$ cat src/rtl/rs_pkg.sv
// rs_pkg: beat type, limits and round-robin pick shared by rs_rr_arb.
// Beat field widths come from RS_PLD_W / RS_ID_W (defaults 32 / 4).
`ifndef RS_PLD_W
`define RS_PLD_W 32
`endif
`ifndef RS_ID_W
`define RS_ID_W 4
`endif

package rs_pkg;

  localparam int RS_MAX_REQ    = 16;
  localparam int RS_PTR_W      = 4;
  localparam int RS_BEAT_PLD_W = `RS_PLD_W;
  localparam int RS_BEAT_ID_W  = `RS_ID_W;

  typedef struct packed {
    logic [RS_BEAT_PLD_W-1:0] pld;
    logic [RS_BEAT_ID_W-1:0]  id;
    logic                     last;
  } rs_beat_t;

  // Unused upper vld bits are zero, so the 16-wide wrap
  // matches a wrap at REQ_NUM-1.
  function automatic logic [RS_MAX_REQ-1:0] rr_pick(
    input logic [RS_MAX_REQ-1:0] vld,
    input logic [RS_PTR_W-1:0]   ptr
  );
    logic [RS_MAX_REQ-1:0] gnt;
    logic [RS_PTR_W-1:0]   idx;
    logic                  found;
    gnt   = '0;
    found = 1'b0;
    for (int k = 0; k < RS_MAX_REQ; k++) begin
      idx = ptr + RS_PTR_W'(k);
      if (!found && vld[idx]) begin
        gnt[idx] = 1'b1;
        found    = 1'b1;
      end
    end
    return gnt;
  endfunction

endpackage

$ cat src/rtl/rs_rr_arb_slice.sv
// rs_rr_arb_slice: 2-entry full-throughput output register slice.
// int_rdy_o is a pure register output (low only when the skid is full).
module rs_rr_arb_slice
  import rs_pkg::*;
(
  input  logic     clk,
  input  logic     rst_n,
  input  logic     vld_i,
  input  rs_beat_t beat_i,
  input  logic     m_rdy_i,
  output logic     int_rdy_o,
  output logic     m_vld_o,
  output rs_beat_t beat_o
);

  logic     out_vld_q, out_vld_d;
  logic     skid_vld_q, skid_vld_d;
  rs_beat_t out_q, out_d;
  rs_beat_t skid_q, skid_d;

  always_comb begin
    out_vld_d  = out_vld_q;
    out_d      = out_q;
    skid_vld_d = skid_vld_q;
    skid_d     = skid_q;
    if (skid_vld_q) begin
      if (m_rdy_i) begin
        out_d      = skid_q;
        skid_vld_d = 1'b0;
      end
    end else if (vld_i) begin
      if (!out_vld_q || m_rdy_i) begin
        out_vld_d = 1'b1;
        out_d     = beat_i;
      end else begin
        skid_vld_d = 1'b1;
        skid_d     = beat_i;
      end
    end else if (m_rdy_i) begin
      out_vld_d = 1'b0;
    end
  end

  always_ff @(posedge clk or negedge rst_n) begin
    if (!rst_n) begin
      out_vld_q  <= 1'b0;
      out_q      <= '0;
      skid_vld_q <= 1'b0;
      skid_q     <= '0;
    end else begin
      out_vld_q  <= out_vld_d;
      out_q      <= out_d;
      skid_vld_q <= skid_vld_d;
      skid_q     <= skid_d;
    end
  end

  assign int_rdy_o = ~skid_vld_q;
  assign m_vld_o   = out_vld_q;
  assign beat_o    = out_q;

endmodule

$ cat src/rtl/rs_rr_arb.sv
// rs_rr_arb: round-robin merge of REQ_NUM valid/ready streams into a slice.
// Define RS_ARB_LOCK_EN to hold the grant from a first beat to its s_last beat.
module rs_rr_arb
  import rs_pkg::*;
#(
  parameter  int REQ_NUM   = 4,
  parameter  int PLD_WIDTH = 32,
  localparam int ID_WIDTH  = $clog2(REQ_NUM)
) (
  input  logic                         clk,
  input  logic                         rst_n,
  input  logic [REQ_NUM-1:0]           s_vld,
  input  logic [REQ_NUM*PLD_WIDTH-1:0] s_pld,
  input  logic [REQ_NUM-1:0]           s_last,
  output logic [REQ_NUM-1:0]           s_rdy,
  output logic                         m_vld,
  output logic [PLD_WIDTH-1:0]         m_pld,
  output logic [ID_WIDTH-1:0]          m_id,
  output logic                         m_last,
  input  logic                         m_rdy
);

  logic [ID_WIDTH-1:0]  ptr_q, ptr_d;
  logic [ID_WIDTH-1:0]  g_idx, g_nxt;
  logic [REQ_NUM-1:0]   gnt;
  logic [PLD_WIDTH-1:0] pld_mux;
  logic                 last_mux;
  logic                 sel_vld, int_rdy, acc;
  rs_beat_t             in_beat, out_beat;

`ifdef RS_ARB_LOCK_EN
  logic                lock_q, lock_d;
  logic [ID_WIDTH-1:0] lock_id_q, lock_id_d;
`endif

  always_comb begin
    gnt = REQ_NUM'(rr_pick(RS_MAX_REQ'(s_vld), RS_PTR_W'(ptr_q)));
`ifdef RS_ARB_LOCK_EN
    if (lock_q) begin
      gnt            = '0;
      gnt[lock_id_q] = 1'b1;
    end
`endif
  end

  always_comb begin
    g_idx    = '0;
    pld_mux  = '0;
    last_mux = 1'b0;
    for (int i = 0; i < REQ_NUM; i++) begin
      if (gnt[i]) begin
        g_idx    = ID_WIDTH'(i);
        pld_mux  = s_pld[i*PLD_WIDTH +: PLD_WIDTH];
        last_mux = s_last[i];
      end
    end
  end

  assign sel_vld = |(gnt & s_vld);
  assign acc     = sel_vld & int_rdy;
  assign s_rdy   = gnt & {REQ_NUM{int_rdy}};
  assign g_nxt   = (g_idx == ID_WIDTH'(REQ_NUM-1)) ? '0
                 : g_idx + ID_WIDTH'(1);

  always_comb begin
    ptr_d = ptr_q;
`ifdef RS_ARB_LOCK_EN
    lock_d    = lock_q;
    lock_id_d = lock_id_q;
    if (acc) begin
      if (last_mux) begin
        lock_d = 1'b0;
        ptr_d  = g_nxt;
      end else begin
        lock_d    = 1'b1;
        lock_id_d = g_idx;
      end
    end
`else
    if (acc) ptr_d = g_nxt;
`endif
  end

  always_ff @(posedge clk or negedge rst_n) begin
    if (!rst_n) begin
      ptr_q <= '0;
`ifdef RS_ARB_LOCK_EN
      lock_q    <= 1'b0;
      lock_id_q <= '0;
`endif
    end else begin
      ptr_q <= ptr_d;
`ifdef RS_ARB_LOCK_EN
      lock_q    <= lock_d;
      lock_id_q <= lock_id_d;
`endif
    end
  end

  always_comb begin
    in_beat      = '0;
    in_beat.pld  = RS_BEAT_PLD_W'(pld_mux);
    in_beat.id   = RS_BEAT_ID_W'(g_idx);
    in_beat.last = last_mux;
  end

  rs_rr_arb_slice u_slice (
    .clk       (clk),
    .rst_n     (rst_n),
    .vld_i     (sel_vld),
    .beat_i    (in_beat),
    .m_rdy_i   (m_rdy),
    .int_rdy_o (int_rdy),
    .m_vld_o   (m_vld),
    .beat_o    (out_beat)
  );

  assign m_pld  = PLD_WIDTH'(out_beat.pld);
  assign m_id   = ID_WIDTH'(out_beat.id);
  assign m_last = out_beat.last;

endmodule

$ cat config.mk
export PLATFORM = sky130hd
export DESIGN_NAME = rs_rr_arb
export DESIGN_NICKNAME = d
export VERILOG_FILES = /design/src/rtl/rs_pkg.sv /design/src/rtl/rs_rr_arb_slice.sv /design/src/rtl/rs_rr_arb.sv
export SDC_FILE = /design/constraint.sdc
export NUM_CORES = 1
export LEC_CHECK = 0
export BUFFER_PORTS_ARGS = -buffer_cell sky130_fd_sc_hd__buf_2
export CORE_MARGIN = 4
export CORE_UTILIZATION = 51
export DETAILED_ROUTE_END_ITERATION = 10
export PLACE_DENSITY = 0.8
export SLEW_MARGIN = 20
export SYNTH_ARGS = -nofsm -noshare
export SYNTH_HDL_FRONTEND = slang
export SYNTH_SLANG_ARGS = --single-unit
$ cat constraint.sdc
create_clock -name clk -period 4.71 [get_ports clk]
set_input_delay 0.942 -clock clk [delete_from_list [all_inputs] [get_ports clk]]
set_output_delay 0.942 -clock clk [all_outputs]
set_load 0.02 [all_outputs]
==> flow_metrics.tcl, run 1 <==
set metrics [dict create \
    min_path_type "flop to flop" \
    synth-main-ff-cell "dfrtp_1" \
    antenna_found_initial 0 \
    p_leak_nw 2.96 \
    path_class "flop to primary output" \
    drv_cap 0 \
    setup_violations 0 \
    ant_nets 0 \
    drc_errors 0 \
    r2r_start "ptr_q[1]$_DFFE_PN0P_" \
    port_buffers 178 \
    reg2reg_depth 11 \
    final_hold_viol_count 0 \
    endpoint "s_rdy[2]" \
    synthTopCellsByCount "dfrtp_1, nor2_1, nand2_1" \
    grt_setup_unrepaired "no" \
    syn-cell-area_sq_um 5210 \
    net-switching-power_mw 2.61 \
    synthCells 535 \
    dieArea_sq_um 11900 \
    clk_latency_ps 340 \
    crit_path_start "ptr_q[1]$_DFFE_PN0P_" \
    gp_congestion 0.999 \
    swShare_pct 53.2 \
    rrSetupSlack_ps 480 \
    start_kind "flop" \
    power_frac_clock_pct 8.8 \
    maxSlewViolCount 0 \
    via_count 4932 \
    cts.sinks 74 \
    power.density_nw_per_um2 790 \
    core_area_sq_um 9860 \
    htreeDepth 3 \
    seqPwrFrac_pct 20.7 \
    first_iter_violations 344 \
    worstPathArrival_ps 3450 \
    post_cts_buffers 0 \
    synthArstFlopShare_pct 100 \
    cts_buffers 9 \
    layout_worst_path_cycle_share_pct 93.2 \
    clk_pin_slew_ps 80 \
    finClkSkew_ps 10.3 \
    synthMostInstantiatedCell "dfrtp_1" \
    hold_buffers 0 \
    final_area_sq_um 6220 \
    fin_util_pct 63.1 \
    routed_via_density 5.97 \
    worstMarginPinSlew_ps 938 \
    synth_fp_nets 681 \
    slew_headroom_pct 37.5 \
    ios 179 \
    antenna_cells 0 \
    crit_chain "inv_1 > ha_1 > mux2i_1 > o22ai_1 > a2111o_1 > and4_1 > nor2_1 > buf_2" \
    die_h_microns 109 \
    synth_seq_cells 74 \
    track_usage_pct 24.5 \
    internal_power_mw 2.30 \
    grt_overflow 0 \
    grt_start_max_net_pins 75 \
    r2r-end "u_slice.skid_q[36]$_DFFE_PN0P_" \
    vdd_drop_max_uv 452 \
    root_buffer "clkbuf_8" \
    die_w_microns 109 \
    max_stage_delay_ps 600 \
    synth_top_area_share_pct 35.5 \
    routed_wl_mm 15.1 \
    finalSetupTns_ps 0 \
    required_ps 3770 \
    final_nets 834 \
    grt_pass1_wl_mm 23.3 \
    ys_warn_count 0 \
    wl_per_cell_microns 18.3 \
    cts_resized 0 \
    synth-seq-area-share_pct 35.5 \
    synth-edff-count 0 \
    timing.fmax_mhz 228 \
    start_util_pct 52.8 \
    end_kind "primary output" \
    power_frac_comb_pct 70.5 \
    clk_path_buf_depth 2 \
    syn_to_final_growth_pct 19.4 \
    cts_tree "yes" \
    grt_pass1_vias 4849 \
    critPathMaxFanout 14 \
    row_count 36 \
    ys_top_cells_by_area "dfrtp_1, a221oi_2, a32oi_1, o21ai_2, and2_1" \
    dr.pass1.iters 5 \
    yosysTopAreaCell "dfrtp_1" \
    syn_area_per_cell_sq_um 9.74 \
    cp_slowest_cell "dfrtp_1" \
    period_needed_ps 4390 \
    placed_area_sq_um 6030 \
    synth_cell_types 55 \
    outcome "completed" \
    place_hpwl_mm 10.8 \
    layout-drive-gt1-share_pct 44.3 \
]
sequential cells by signal (all words and copies together) (netlist names):
register	flops
u_slice.beat_o	35
u_slice.skid_vld_q	1
u_slice.skid_q	35
ptr_q	2
u_slice.m_vld_o	1
cells in the final DEF, fill, tap and decap left out, types with 17 or more instances in the layout:
| cell type | n |
|---|---|
| dfrtp_1 | 74 |
| a21oi_1 | 17 |
| o21ai_0 | 29 |
| nand2_1 | 39 |
| a221oi_2 | 32 |
| and2_1 | 37 |
| and3_1 | 35 |
| a32oi_1 | 35 |
| a21oi_2 | 20 |
| buf_2 | 177 |
| o21ai_2 | 30 |
| nor2_1 | 44 |
stage by stage:
stage          power, mW  setup WS [ps]  cells  hold slack (ps)
2_1_floorplan       3.84            874    535              442
3_3_place_gp        4.32            607    809              454
3_5_place_dp        4.44            410    809              463
4_1_cts             4.87            385    825              480
5_1_grt             5.28           95.6    826              492
6_report            4.91            322    826              478
how the worst min path moves through the flow:
stage / start / end / cells past startpoint
2_1_floorplan: u_slice.skid_q[0]$_DFFE_PN0P_ / u_slice.skid_q[0]$_DFFE_PN0P_ / 2
3_3_place_gp: u_slice.skid_q[17]$_DFFE_PN0P_ / u_slice.skid_q[17]$_DFFE_PN0P_ / 2
3_5_place_dp: u_slice.skid_q[20]$_DFFE_PN0P_ / u_slice.skid_q[20]$_DFFE_PN0P_ / 2
4_1_cts: u_slice.skid_q[20]$_DFFE_PN0P_ / u_slice.skid_q[20]$_DFFE_PN0P_ / 2
5_1_grt: u_slice.skid_q[0]$_DFFE_PN0P_ / u_slice.skid_q[0]$_DFFE_PN0P_ / 2
6_report: u_slice.skid_q[20]$_DFFE_PN0P_ / u_slice.skid_q[20]$_DFFE_PN0P_ / 2
power by group through the flow:
stage | combinational [mW] | sequential [mW] | clock [mW]
3_3_place_gp | 3.30 | 1.02 | 0
2_1_floorplan | 2.70 | 1.14 | 0
5_1_grt | 3.76 | 1.04 | 0.470
3_5_place_dp | 3.41 | 1.03 | 0
6_report | 3.46 | 1.02 | 0.432
4_1_cts | 3.41 | 1.02 | 0.443
layout make-up:
cell class / count / area [sq um]
Timing Repair Buffer: 193 / 1010
Tap cell: 133 / 166
Multi-Input combinational cell: 402 / 3000
Inverter: 8 / 30.0
Clock inverter: 6 / 42.5
Sequential cell: 74 / 1850
Fill cell: 822 / 3640
Clock buffer: 10 / 128
cells by family after synthesis:
family	after synthesis	share of synthesized area [%]
adder cells (fa/ha/maj)	7	1.68
AO/OA/AOI/OAI	198	33.5
multiplexers	12	3.12
flip-flops	74	35.5
AND/OR/NAND/NOR	184	18.7
buffers and inverters	60	7.51
metal layers:
layer  track usage, %  vias to the layer above  routed length [microns]
li1                 -                     2318                        -
met1             31.8                     2347                     6290
met2             41.1                      238                     7230
met3             5.15                       29                     1280
met4             7.21                        0                      278
met5                0                        -                        0
critical path: cells and delay by family (launching register included):
kind	cells	cell delay (ps)
fa+ha+maj	1	530
flops	1	600
mux	1	350
simple gates	2	380
buf+inv	2	410
compound gates	2	830
Note: power is estimated with default switching activity, not from simulation.
==> inputs of run 2 (changes only) <==
==> constraint.sdc (replaced) <==
create_clock -name clk -period 4.71 [get_ports clk]
set_input_delay 0.7065 -clock clk [delete_from_list [all_inputs] [get_ports clk]]
set_output_delay 0.7065 -clock clk [all_outputs]
set_load 0.02 [all_outputs]
==> run 2 against run 1 <==
  * Sequential power about the same
  * Sequential cell count is the same
  * Fmax is 5.7% higher
  * Design area increased by 0.58%
  * Combinational power hardly changed
  * First-iteration DRC count fell by 9.9%
==> flow_metrics.tcl, run 2 (synthesis results as in run 1) <==
set metrics [dict create \
    ios 179 \
    cts_buffers 9 \
    finalSetupTns_ps 0 \
    grt_overflow 0 \
    end_kind "primary output" \
    outcome "completed" \
    wl_per_cell_microns 18.7 \
    htreeDepth 3 \
    regArea_sq_um 1850 \
    drc_errors 0 \
    drv_cap 0 \
    first_iter_violations 310 \
    power.density_nw_per_um2 795 \
    layout_worst_path_cycle_share_pct 88.1 \
    swShare_pct 52.4 \
    layout-drive-gt1-share_pct 44.3 \
    stdcell_count 824 \
    die_h_microns 109 \
    path_class "flop to primary output" \
    clk_pin_slew_ps 80 \
    root_buffer "clkbuf_8" \
    grt_pass1_vias 4850 \
    dieArea_sq_um 11900 \
    post_cts_buffers 0 \
    worstMarginPinSlew_ps 1000 \
    antenna_cells 0 \
    finClkSkew_ps 14.6 \
    grt_setup_unrepaired "no" \
    setup_violations 0 \
    dr.pass1.iters 5 \
    final_hold_viol_count 0 \
    row_count 36 \
    p_leak_nw 2.98 \
    final_common_cell "buf_2" \
    routed_via_density 5.99 \
    endpoint "s_rdy[3]" \
    internal_power_mw 2.37 \
    min_path_type "flop to flop" \
    clk_path_buf_depth 2 \
    routed_wl_mm 15.4 \
    period_needed_ps 4150 \
    place_hpwl_mm 10.9 \
    clk_latency_ps 350 \
    gp_congestion 0.936 \
    track_usage_pct 25.4 \
    power_frac_comb_pct 69.2 \
    power_frac_clock_pct 10.3 \
    reg2reg_depth 10 \
    rrSetupSlack_ps 780 \
    crit_path_start "ptr_q[0]$_DFFE_PN0P_" \
    timing.fmax_mhz 241 \
    final_cell_mix "buf_2, dfrtp_1, nor2_1, nand2_1, and2_1" \
    vdd_drop_max_uv 528 \
    syn_to_final_growth_pct 20.1 \
    placed_cells 808 \
    core_area_sq_um 9860 \
    via_count 4933 \
    hold_buffers 0 \
    critPathMaxFanout 45 \
    start_util_pct 52.8 \
    net-switching-power_mw 2.61 \
    required_ps 4000 \
    maxSlewViolCount 0 \
    port_buffers 178 \
    cts_tree "yes" \
    cts.sinks 74 \
    seqPwrFrac_pct 20.6 \
    worstPathArrival_ps 3440 \
    grt_pass1_wl_mm 23.7 \
    antenna_found_initial 0 \
    slew_headroom_pct 32.6 \
    start_kind "flop" \
    cts_resized 0 \
    ant_nets 0 \
    r2r_start "ptr_q[0]$_DFFE_PN0P_" \
    final_nets 832 \
    r2r-end "u_slice.skid_q[19]$_DFFE_PN0P_" \
    fillers 856 \
    die_w_microns 109 \
    multi_input_area_sq_um 2980 \
    grt_start_max_net_pins 75 \
]
==> run 2: layout make-up <==
| class | count | share of cell area [%] |
|---|---|---|
| multi-input cells | 401 | 47.6 |
| flip-flops and latches | 74 | 29.6 |
| clock inverters | 7 | 1.32 |
| inverters | 8 | 0.480 |
| well taps | 133 | 2.66 |
| clock buffers | 9 | 1.98 |
| repair buffers | 192 | 16.4 |
==> run 2: worst min path at each step <==
stage	startpoint	to	slack, ps	cells after the start
detailed placement	u_slice.skid_q[0]$_DFFE_PN0P_	u_slice.skid_q[0]$_DFFE_PN0P_	470	2
finish	u_slice.skid_q[25]$_DFFE_PN0P_	u_slice.skid_q[25]$_DFFE_PN0P_	480	2
global route	u_slice.skid_q[28]$_DFFE_PN0P_	u_slice.skid_q[28]$_DFFE_PN0P_	500	2
floorplan	rst_n	ptr_q[0]$_DFFE_PN0P_	410	0
global placement	u_slice.skid_q[20]$_DFFE_PN0P_	u_slice.skid_q[20]$_DFFE_PN0P_	450	2
CTS	u_slice.skid_q[28]$_DFFE_PN0P_	u_slice.skid_q[28]$_DFFE_PN0P_	480	2
==> run 2: layer usage <==
layer / global-route usage, % / part of all wire (%) / wire length, microns
met3: 4.91 / 7.4 / 1140
met2: 42.0 / 50 / 7640
met1: 33.5 / 41 / 6320
met5: 0 / 0 / 0
met4: 8.21 / 1.7 / 266
==> run 2: worst max-delay path, stage by stage (launching register included) <==
cell	delay, ps
dfrtp_1	360
inv_1	100
ha_1	490
mux2_2	410
a221oi_2	430
nand4_1	140
nand4b_1	270
buf_4	540
and2_1	200
buf_2	160
==> run 2: per-stage QoR <==
| step | power (mW) | setup WS [ps] | util (%) | cell area, sq um | hold WS [ps] |
|---|---|---|---|---|---|
| floorplan | 3.84 | 1110 | - | 5210 | 411 |
| global placement | 4.38 | 927 | 61.4 | 6050 | 453 |
| detailed placement | 4.47 | 814 | 61.4 | 6050 | 465 |
| CTS | 4.98 | 586 | 63.4 | 6260 | 483 |
| global route | 5.35 | 350 | 63.4 | 6260 | 504 |
| finish | 4.98 | 559 | 63.4 | 6260 | 480 |
==> run 2: power groups by stage <==
stage                     logic, mW  registers (mW)  clock network [mW]
after floorplan                2.70            1.14                   0
after global placement         3.35            1.02                   0
after detailed placement       3.43            1.03                   0
after CTS                      3.44            1.02               0.521
after global routing           3.75            1.05               0.553
final                          3.44            1.02               0.512
